--- src/rtl/alu_seq_pkg.sv ---
// Shared types and constants for the ALU operation sequencer.
package alu_seq_pkg;

    localparam int A_W    = 3;
    localparam int B_W    = 3;
    localparam int OP_W   = 2;
    localparam int TAG_W  = 3;
    localparam int CMD_W  = 10;
    localparam int RES_W  = 8;

    // {mode,op} value of the last step of a sweep
    localparam logic [TAG_W-1:0] TAG_LAST = 3'b111;

    typedef enum logic [1:0] {
        IDLE,
        SETTLE,
        HOLD
    } state_t;

    // Command FIFO entry layout, MSB first: {sweep, mode, op, a, b}
    typedef struct packed {
        logic            sweep;
        logic            mode;
        logic [OP_W-1:0] op;
        logic [A_W-1:0]  a;
        logic [B_W-1:0]  b;
    } cmd_t;

    // First {mode,op} a command drives: a sweep always starts at octal/op0
    function automatic logic [TAG_W-1:0] first_tag(input cmd_t c);
        return c.sweep ? '0 : {c.mode, c.op};
    endfunction

endpackage

--- src/rtl/alu_seq_fifo.sv ---
// Small synchronous FIFO with combinational head read (no fall-through).
module alu_seq_fifo #(
    parameter int DEPTH = 4,
    parameter int WIDTH = 10
) (
    input  logic             clk,
    input  logic             srst,
    input  logic             push,
    input  logic [WIDTH-1:0] din,
    input  logic             pop,
    output logic [WIDTH-1:0] dout,
    output logic             full,
    output logic             empty
);

    localparam int AW = (DEPTH > 1) ? $clog2(DEPTH) : 1;
    localparam logic [AW:0] FULL_CNT = DEPTH[AW:0];

    logic [WIDTH-1:0] mem [DEPTH];
    logic [AW-1:0]    wr_ptr_reg;
    logic [AW-1:0]    rd_ptr_reg;
    logic [AW:0]      count_reg;
    logic             do_push;
    logic             do_pop;

    assign full    = (count_reg == FULL_CNT);
    assign empty   = (count_reg == '0);
    assign do_push = push && !full;
    assign do_pop  = pop && !empty;
    assign dout    = mem[rd_ptr_reg];

    // Storage write; contents need no reset since count gates every read
    always_ff @(posedge clk) begin
        if (do_push) begin
            mem[wr_ptr_reg] <= din;
        end
    end

    // Pointers wrap naturally because DEPTH is a power of two
    always_ff @(posedge clk) begin
        if (srst) begin
            wr_ptr_reg <= '0;
            rd_ptr_reg <= '0;
            count_reg  <= '0;
        end else begin
            if (do_push) begin
                wr_ptr_reg <= wr_ptr_reg + AW'(1);
            end
            if (do_pop) begin
                rd_ptr_reg <= rd_ptr_reg + AW'(1);
            end
            case ({do_push, do_pop})
                2'b10:   count_reg <= count_reg + (AW+1)'(1);
                2'b01:   count_reg <= count_reg - (AW+1)'(1);
                default: count_reg <= count_reg;
            endcase
        end
    end

endmodule

--- src/rtl/alu_op_sequencer.sv ---
// Drives the ALU/decoder datapath from queued commands, waits for the
// datapath to settle, and returns each result with its {mode,op} tag.
module alu_op_sequencer
    import alu_seq_pkg::*;
#(
    parameter int FIFO_DEPTH    = 4,
    parameter int SETTLE_CYCLES = 1
) (
    input  logic             clk,
    input  logic             rst,
    input  logic             cmd_valid,
    output logic             cmd_ready,
    input  logic [A_W-1:0]   cmd_a,
    input  logic [B_W-1:0]   cmd_b,
    input  logic [OP_W-1:0]  cmd_op,
    input  logic             cmd_mode,
    input  logic             cmd_sweep,
    output logic [A_W-1:0]   alu_a,
    output logic [B_W-1:0]   alu_b,
    output logic [OP_W-1:0]  alu_op,
    output logic             alu_mode,
    input  logic [RES_W-1:0] alu_result,
    output logic             res_valid,
    input  logic             res_ready,
    output logic [RES_W-1:0] res_data,
    output logic [TAG_W-1:0] res_tag,
    output logic             res_last,
    output logic             busy
);

    localparam int CNT_W = $clog2(SETTLE_CYCLES + 1);
    localparam logic [CNT_W-1:0] CNT_LOAD = CNT_W'(SETTLE_CYCLES);
    localparam logic [CNT_W-1:0] CNT_ONE  = CNT_W'(1);

    cmd_t cmd_in;
    cmd_t cmd_head;
    logic fifo_full;
    logic fifo_empty;
    logic fifo_push;
    logic fifo_pop;

    state_t            state_reg,     state_next;
    logic [CNT_W-1:0]  cnt_reg,       cnt_next;
    logic              sweep_reg,     sweep_next;
    logic [A_W-1:0]    alu_a_reg,     alu_a_next;
    logic [B_W-1:0]    alu_b_reg,     alu_b_next;
    logic [TAG_W-1:0]  tag_reg,       tag_next;
    logic              res_valid_reg, res_valid_next;
    logic [RES_W-1:0]  res_data_reg,  res_data_next;
    logic [TAG_W-1:0]  res_tag_reg,   res_tag_next;
    logic              res_last_reg,  res_last_next;

    assign cmd_in    = {cmd_sweep, cmd_mode, cmd_op, cmd_a, cmd_b};
    // Held low during reset so nothing can be queued while flushing
    assign cmd_ready = !fifo_full && !rst;
    assign fifo_push = cmd_valid && cmd_ready;
    assign fifo_pop  = (state_reg == IDLE) && !fifo_empty;

    alu_seq_fifo #(
        .DEPTH (FIFO_DEPTH),
        .WIDTH (CMD_W)
    ) u_fifo (
        .clk   (clk),
        .srst  (rst),
        .push  (fifo_push),
        .din   (cmd_in),
        .pop   (fifo_pop),
        .dout  (cmd_head),
        .full  (fifo_full),
        .empty (fifo_empty)
    );

    // Next-state and datapath/result register updates
    always_comb begin
        state_next     = state_reg;
        cnt_next       = cnt_reg;
        sweep_next     = sweep_reg;
        alu_a_next     = alu_a_reg;
        alu_b_next     = alu_b_reg;
        tag_next       = tag_reg;
        res_valid_next = res_valid_reg;
        res_data_next  = res_data_reg;
        res_tag_next   = res_tag_reg;
        res_last_next  = res_last_reg;
        case (state_reg)
            IDLE: begin
                if (!fifo_empty) begin
                    sweep_next = cmd_head.sweep;
                    alu_a_next = cmd_head.a;
                    alu_b_next = cmd_head.b;
                    tag_next   = first_tag(cmd_head);
                    cnt_next   = CNT_LOAD;
                    state_next = SETTLE;
                end
            end
            SETTLE: begin
                cnt_next = cnt_reg - CNT_ONE;
                if (cnt_reg == CNT_ONE) begin
                    res_data_next  = alu_result;
                    res_tag_next   = tag_reg;
                    res_last_next  = !sweep_reg || (tag_reg == TAG_LAST);
                    res_valid_next = 1'b1;
                    state_next     = HOLD;
                end
            end
            HOLD: begin
                if (res_ready) begin
                    res_valid_next = 1'b0;
                    if (sweep_reg && (tag_reg != TAG_LAST)) begin
                        // op is the low field, so it steps before mode
                        tag_next   = tag_reg + TAG_W'(1);
                        cnt_next   = CNT_LOAD;
                        state_next = SETTLE;
                    end else begin
                        state_next = IDLE;
                    end
                end
            end
            default: state_next = IDLE;
        endcase
    end

    // State and output registers; reset discards any in-flight command
    always_ff @(posedge clk) begin
        if (rst) begin
            state_reg     <= IDLE;
            cnt_reg       <= '0;
            sweep_reg     <= 1'b0;
            alu_a_reg     <= '0;
            alu_b_reg     <= '0;
            tag_reg       <= '0;
            res_valid_reg <= 1'b0;
            res_data_reg  <= '0;
            res_tag_reg   <= '0;
            res_last_reg  <= 1'b0;
        end else begin
            state_reg     <= state_next;
            cnt_reg       <= cnt_next;
            sweep_reg     <= sweep_next;
            alu_a_reg     <= alu_a_next;
            alu_b_reg     <= alu_b_next;
            tag_reg       <= tag_next;
            res_valid_reg <= res_valid_next;
            res_data_reg  <= res_data_next;
            res_tag_reg   <= res_tag_next;
            res_last_reg  <= res_last_next;
        end
    end

    assign alu_a     = alu_a_reg;
    assign alu_b     = alu_b_reg;
    assign alu_op    = tag_reg[OP_W-1:0];
    assign alu_mode  = tag_reg[TAG_W-1];
    assign res_valid = res_valid_reg;
    assign res_data  = res_data_reg;
    assign res_tag   = res_tag_reg;
    assign res_last  = res_last_reg;
    assign busy      = (state_reg != IDLE) || !fifo_empty;

endmodule

--- config.mk ---
export PLATFORM = sky130hd
export DESIGN_NAME = alu_op_sequencer
export DESIGN_NICKNAME = d
export VERILOG_FILES = /design/src/rtl/alu_seq_pkg.sv /design/src/rtl/alu_seq_fifo.sv /design/src/rtl/alu_op_sequencer.sv
export SDC_FILE = /design/constraint.sdc
export NUM_CORES = 1
export LEC_CHECK = 0
export CAP_MARGIN = 20
export CORE_AREA = 2 2 63 109
export CTS_CLUSTER_SIZE = 8
export DETAILED_ROUTE_END_ITERATION = 12
export DIE_AREA = 0 0 65 111
export PLACE_DENSITY = 0.75
export SETUP_SLACK_MARGIN = 0.02
export SLEW_MARGIN = 0
export SYNTH_ARGS = -nofsm -noshare
export SYNTH_HDL_FRONTEND = slang
export SYNTH_SLANG_ARGS = --single-unit
--- constraint.sdc ---
create_clock -name clk -period 3 [get_ports clk]
set_clock_uncertainty 0.1 [all_clocks]
set_input_delay 0.6 -clock clk [delete_from_list [all_inputs] [get_ports clk]]
set_output_delay 0.6 -clock clk [all_outputs]
set_load 0.01 [all_outputs]
==> metrics.txt, run 1 <==
most frequent cells in the layout=clkdlybuf4s50_1 (45), edfxtp_1 (40), dfxtp_1 (35), a21oi_1 (26), nand2_1 (25); Core Box Area=around 6400 µm²; FF-to-FF path depth=8; post_cts resized=0; Leak Pwr=between 1 and 1.5 nW; sw frac=0.295; hold worst-path end=res_data[3]; P_int=around 0.0023 W; Async SR Flop Fraction=0; crit path launch type=input port; outcome=finished, final reports clean; prevailing post-synth register cell=edfxtp_1; PnR worst setup slack=0.301 ns; RSZ-0062 raised after global routing=false; uppermost layer routed=met4; setup TNS=0 ns; top cells by area, synth=edfxtp_1 (40%), dfxtp_1 (23%), mux4_1 (7.9%), a21oi_1 (4.3%), nand2_1 (3.1%); Post-Synthesis Cells=230; fill cell count=just over 500; hold_sp=res_data[3]; Worst Tran Pin Value=around 0.60 ns; post-synth top area share=0.401; Peak VDD IR=510 µV; antenna violations before repair=0; FP Rows=39; Power Total=0.00329 W; layout cells sized above 1=0.0783; Post-Synthesis Cell Area=3000 µm²; nets@finish=306; worst skew pair latency=0.34 ns; min cycle time layout=~2.7 ns; Placed Cells incl. Taps=347; beginning of the critical path=rst; Die H=111 µm; clock share of power=0.317; P_sw=0.000970 W; CTS buffer count=9; DR vias=1898; Rel. slew slack=0.601; post-route ant nets=0; via/cell ratio=5.23; # hold bufs at CTS=0; final wirelength=5470 µm; HP Class=reg -> reg; multi-input combinational cell area=1010 µm²; crit end category=output port; pin count of the biggest net entering global routing=38; total grt overflow=0; worst r2r dst=u_fifo.count_reg[2]; sequential share of the synthesized area=0.634; Fin. Hold Viols=0; Reg area=1900 µm²; initial core utilization=0.469; root buffer cell=clkbuf_16; largest area contributor in the netlist=edfxtp_1; wire length on met1=2090 µm; max FFs per register=40; WL/cell=15.1 µm; syn nets=between 200 and 300; Cell Count, Final, Fillers Out=363; pre-CTS WS=0.125 ns; H-tree depth=3; first-pass GRT wire length=8900 µm; RD Place Congestion=0.732; max_cap viols=0; met3 WL post-DR=about 190 µm; Synth cell types=37; clock-pin slew on the worst setup and hold paths=approximately 0.060 ns; I/O Pins=46; Ys Warns=0; post-synthesis register bit count=75; DR WL met2=3010 µm; final setup vio count=0; drt drc=0; Power Dens Cells=863 nW/µm²; Syn Area/Cell=13.0 µm²; clk sinks=75; Antenna Cells=0; synthesis-to-finish area growth=27.2%; vias in the first global route=1878; CP Data Arrival Time=around 2.0 ns; reg2reg start=u_fifo.count_reg[0]; critical path type=in -> out; Post CTS Setup Buffer Count=0; DRT Pass-1 Iters=4; hpwl dp=around 3800 µm; Hold Path Depth=2; Total GRT Usage=0.170; Combinational Power Share=0.273; Fmax=370 MHz; Final Util=0.597; Die W=65 µm; fin crit share=0.900; flop2flop setup slack=0.72 ns; EDFF count, synth=40; Final Slew Violations=0; Die Area=between 7000 and 8000 µm²; Flop pwr share=0.410; buffer levels on the longest clock path=2; Critical Path RT=~2.3 ns; most common cell after layout, fill and taps aside=clkdlybuf4s50_1; initial DRC count=122; IO Port Bufs=45; CTS tree=built; CP max FO=37
[cells by family (layout without fill, tap and decap cells)]
group	after synthesis	count (layout)	synth area share
flops	75	75	0.634
xor+xnor	2	2	0.00584
mux	12	12	0.0935
fa+ha+maj	8	8	0.0359
compound gates	48	48	0.0939
buf+inv	20	71	0.0279
simple gates	65	65	0.109
[routing by layer]
metal / track usage / vias to the layer above
li1: - / 952
met2: 0.300 / 38
met3: 0.0365 / 11
met4: 0.115 / 0
met5: 0 / -
met1: 0.172 / 897
[area by class of cell]
cell class                 instances  share of cell area
sequential                        75               0.499
multi-input combinational        135               0.266
timing repair buffer              49               0.126
clock buffer                      10              0.0600
tap                               82              0.0269
clock inverter                     6              0.0171
inverter                           6             0.00590
[critical path, cell delays in order]
cell and delay [ns]:
clkdlybuf4s50_1 0.48, buf_4 0.35, nor2_1 0.09, clkdlybuf4s50_1 0.49
[worst max path at each step]
stage,depth (start not counted),slack (ns),end
floorplan,8,0.57,u_fifo.count_reg[2]
global placement,9,0.20,u_fifo.count_reg[2]
detailed placement,9,0.12,u_fifo.count_reg[2]
CTS,4,0.28,cmd_ready
global route,4,0.23,cmd_ready
finish,4,0.30,cmd_ready
[Yosys cell counts, types with 5 or more instances]
| master | count |
|---|---|
| a21oi_1 | 26 |
| clkbuf_1 | 9 |
| dfxtp_1 | 35 |
| edfxtp_1 | 40 |
| ha_1 | 7 |
| inv_1 | 6 |
| mux4_1 | 9 |
| nand2_1 | 25 |
| nand3_1 | 8 |
| nand3b_1 | 5 |
| nor2_1 | 8 |
| o21ai_0 | 9 |
[through the flow]
step | area, µm² | hold WS, ns
after global routing | 3810 | 0.377
after floorplan | 3000 | 0.349
final | 3810 | 0.352
after CTS | 3810 | 0.355
after global placement | 3520 | 0.341
after detailed placement | 3520 | 0.347
[power by group through the flow]
stage | Combinational, W | Sequential, W | Clock [W]
2_1_floorplan | 0.000588 | 0.00135 | 0
3_5_place_dp | 0.000901 | 0.00137 | 0
3_3_place_gp | 0.000880 | 0.00137 | 0
5_1_grt | 0.000991 | 0.00137 | 0.00111
4_1_cts | 0.000907 | 0.00135 | 0.00107
6_report | 0.000897 | 0.00135 | 0.00104
No activity file was read; power rests on OpenSTA's default activity.
==> inputs of run 2 (changes only) <==
Settings changed: MAX_ROUTING_LAYER set to met4.
==> metrics.txt, run 2 (synthesis gave the netlist of run 1 again) <==
outcome=finished, final reports clean (unchanged); RD Place Congestion=0.741 (was 0.732); I/O Pins=46 (unchanged); Total GRT Usage=0.175 (was 0.170); crit-path cells=clkdlybuf4s50_1, buf_4, nor2_1, clkdlybuf4s50_1 (unchanged); Hold Path Depth=2 (unchanged); crit end category=output port (unchanged); DR vias=1900 (was 1898); critical path type=in -> out (unchanged); Fmax=370 MHz (about the same); vias in the first global route=1873 (was 1878); initial DRC count=154 (was 122); initial core utilization=0.469 (unchanged); Critical Path Most Common Cell=clkdlybuf4s50_1 (unchanged); FF-to-FF path depth=8 (unchanged); Worst Tran Pin Value=0.586 ns (was 0.597 ns); crit path max-delay cell type=clkdlybuf4s50_1 (unchanged); post-route ant nets=0 (unchanged); Core Box Area=6390 µm² (unchanged); Rel. slew slack=0.609 (was 0.601); nets@finish=306 (unchanged); clk sinks=75 (unchanged); fill cell count=515 (unchanged); setup TNS=0 ns (unchanged); layout cells sized above 1=0.0783 (unchanged); WL/cell=15.1 µm (about the same); multi-input combinational cell area=1010 µm² (unchanged); drt drc=0 (unchanged); # hold bufs at CTS=0 (unchanged); CP max FO=37 (unchanged); most common cell after layout, fill and taps aside=clkdlybuf4s50_1 (unchanged); FP Rows=39 (unchanged); slowest cell delay on critical path=0.49 ns (about the same); clock-pin slew on the worst setup and hold paths=0.06 ns (about the same); root buffer cell=clkbuf_16 (unchanged); reg2reg start=u_fifo.count_reg[0] (unchanged); CTS tree=built (unchanged); first-pass GRT wire length=8900 µm (unchanged); synthesis-to-finish area growth=27.2% (unchanged); hold worst-path end=res_data[3] (unchanged); Power Dens Cells=863 nW/µm² (about the same); pin count of the biggest net entering global routing=38 (unchanged); RSZ-0062 raised after global routing=false (unchanged); Leak Pwr=1.31 nW (unchanged); CTS buffer count=9 (unchanged); Final Slew Violations=0 (unchanged); Critical Path RT=2.30 ns (about the same); antenna violations before repair=0 (unchanged); hpwl dp=3790 µm (unchanged); worst skew pair latency=0.34 ns (about the same); total grt overflow=0 (unchanged); max_cap viols=0 (unchanged); min cycle time layout=2.71 ns (was 2.70 ns); CP Data Arrival Time=2.01 ns (was 2.00 ns); max FFs per register=40 (unchanged); worst r2r dst=u_fifo.count_reg[2] (unchanged); crit path launch type=input port (unchanged); buffer levels on the longest clock path=2 (unchanged); DRT Pass-1 Iters=4 (unchanged); fin crit share=0.902 (was 0.900); post_cts resized=0 (unchanged); Reg area=1900 µm² (unchanged); hold_sp=res_data[3] (unchanged); Fin. Hold Viols=0 (unchanged); final setup vio count=0 (unchanged); Die H=111 µm (unchanged); Die W=65 µm (unchanged); most frequent cells in the layout=clkdlybuf4s50_1 (45), edfxtp_1 (40), dfxtp_1 (35), a21oi_1 (26), nand2_1 (25) (unchanged); H-tree depth=3 (unchanged); Post CTS Setup Buffer Count=0 (unchanged); HP Class=reg -> reg (unchanged); final wirelength=5500 µm (was 5470 µm); via/cell ratio=5.23 (about the same); IO Port Bufs=45 (unchanged); Peak VDD IR=513 µV (was 510 µV); Power Total=0.00329 W (about the same); Antenna Cells=0 (unchanged); Die Area=7220 µm² (unchanged); flop2flop setup slack=0.72 ns (about the same)
## run 2: cell counts in the layout (fill, tap and decap cells not counted)
Identical to the previous run, type by type.
## run 2: critical path, delay by kind of cell
family,cells,cell delay (ns)
buffers and inverters,3,1.32
and+or+nand+nor,1,0.09
## run 2: routing by layer
layer	GRT usage	routed length [µm]	vias up
li1	-	-	951
met1	0.172	2120	900
met2	0.300	3010	38
met3	0.0365	190	11
met4	0.115	178	0
met5	-	0	-
## run 2: area by class of cell
class                           count  area share
Sequential cell                    75       0.499
Clock inverter                      6      0.0171
Clock buffer                       10      0.0600
Multi-Input combinational cell    135       0.266
Inverter                            6     0.00590
Tap cell                           82      0.0269
Timing Repair Buffer               49       0.126
## run 2: worst max-delay path by stage
stage                          endpoint       from  slack [ns]
finish                        cmd_ready        rst        0.29
global route                  cmd_ready        rst        0.23
CTS                           cmd_ready        rst        0.28
detailed placement  u_fifo.count_reg[2]  cmd_valid        0.12
global placement    u_fifo.count_reg[2]  cmd_valid        0.20
floorplan           u_fifo.count_reg[2]  cmd_valid        0.57
## run 2: per-stage QoR
stage          utilization  cells  worst slack [ns]  instance area, µm²  hold WS (ns)
6_report             0.597    363             0.294                3810         0.352
5_1_grt              0.597    363             0.235                3810         0.377
4_1_cts              0.597    363             0.282                3810         0.355
3_5_place_dp         0.551    347             0.125                3520         0.347
3_3_place_gp         0.551    347             0.201                3520         0.341
2_1_floorplan            -    230             0.567                3000         0.349
## run 2: where the power goes
part / total (W) / switching (W) / leakage [nW] / internal [W]
logic: 0.000896 / 0.000441 / 0.525 / 0.000456
clock network: 0.00105 / 0.000402 / 0.139 / 0.000644
registers: 0.00135 / 0.000127 / 0.649 / 0.00122
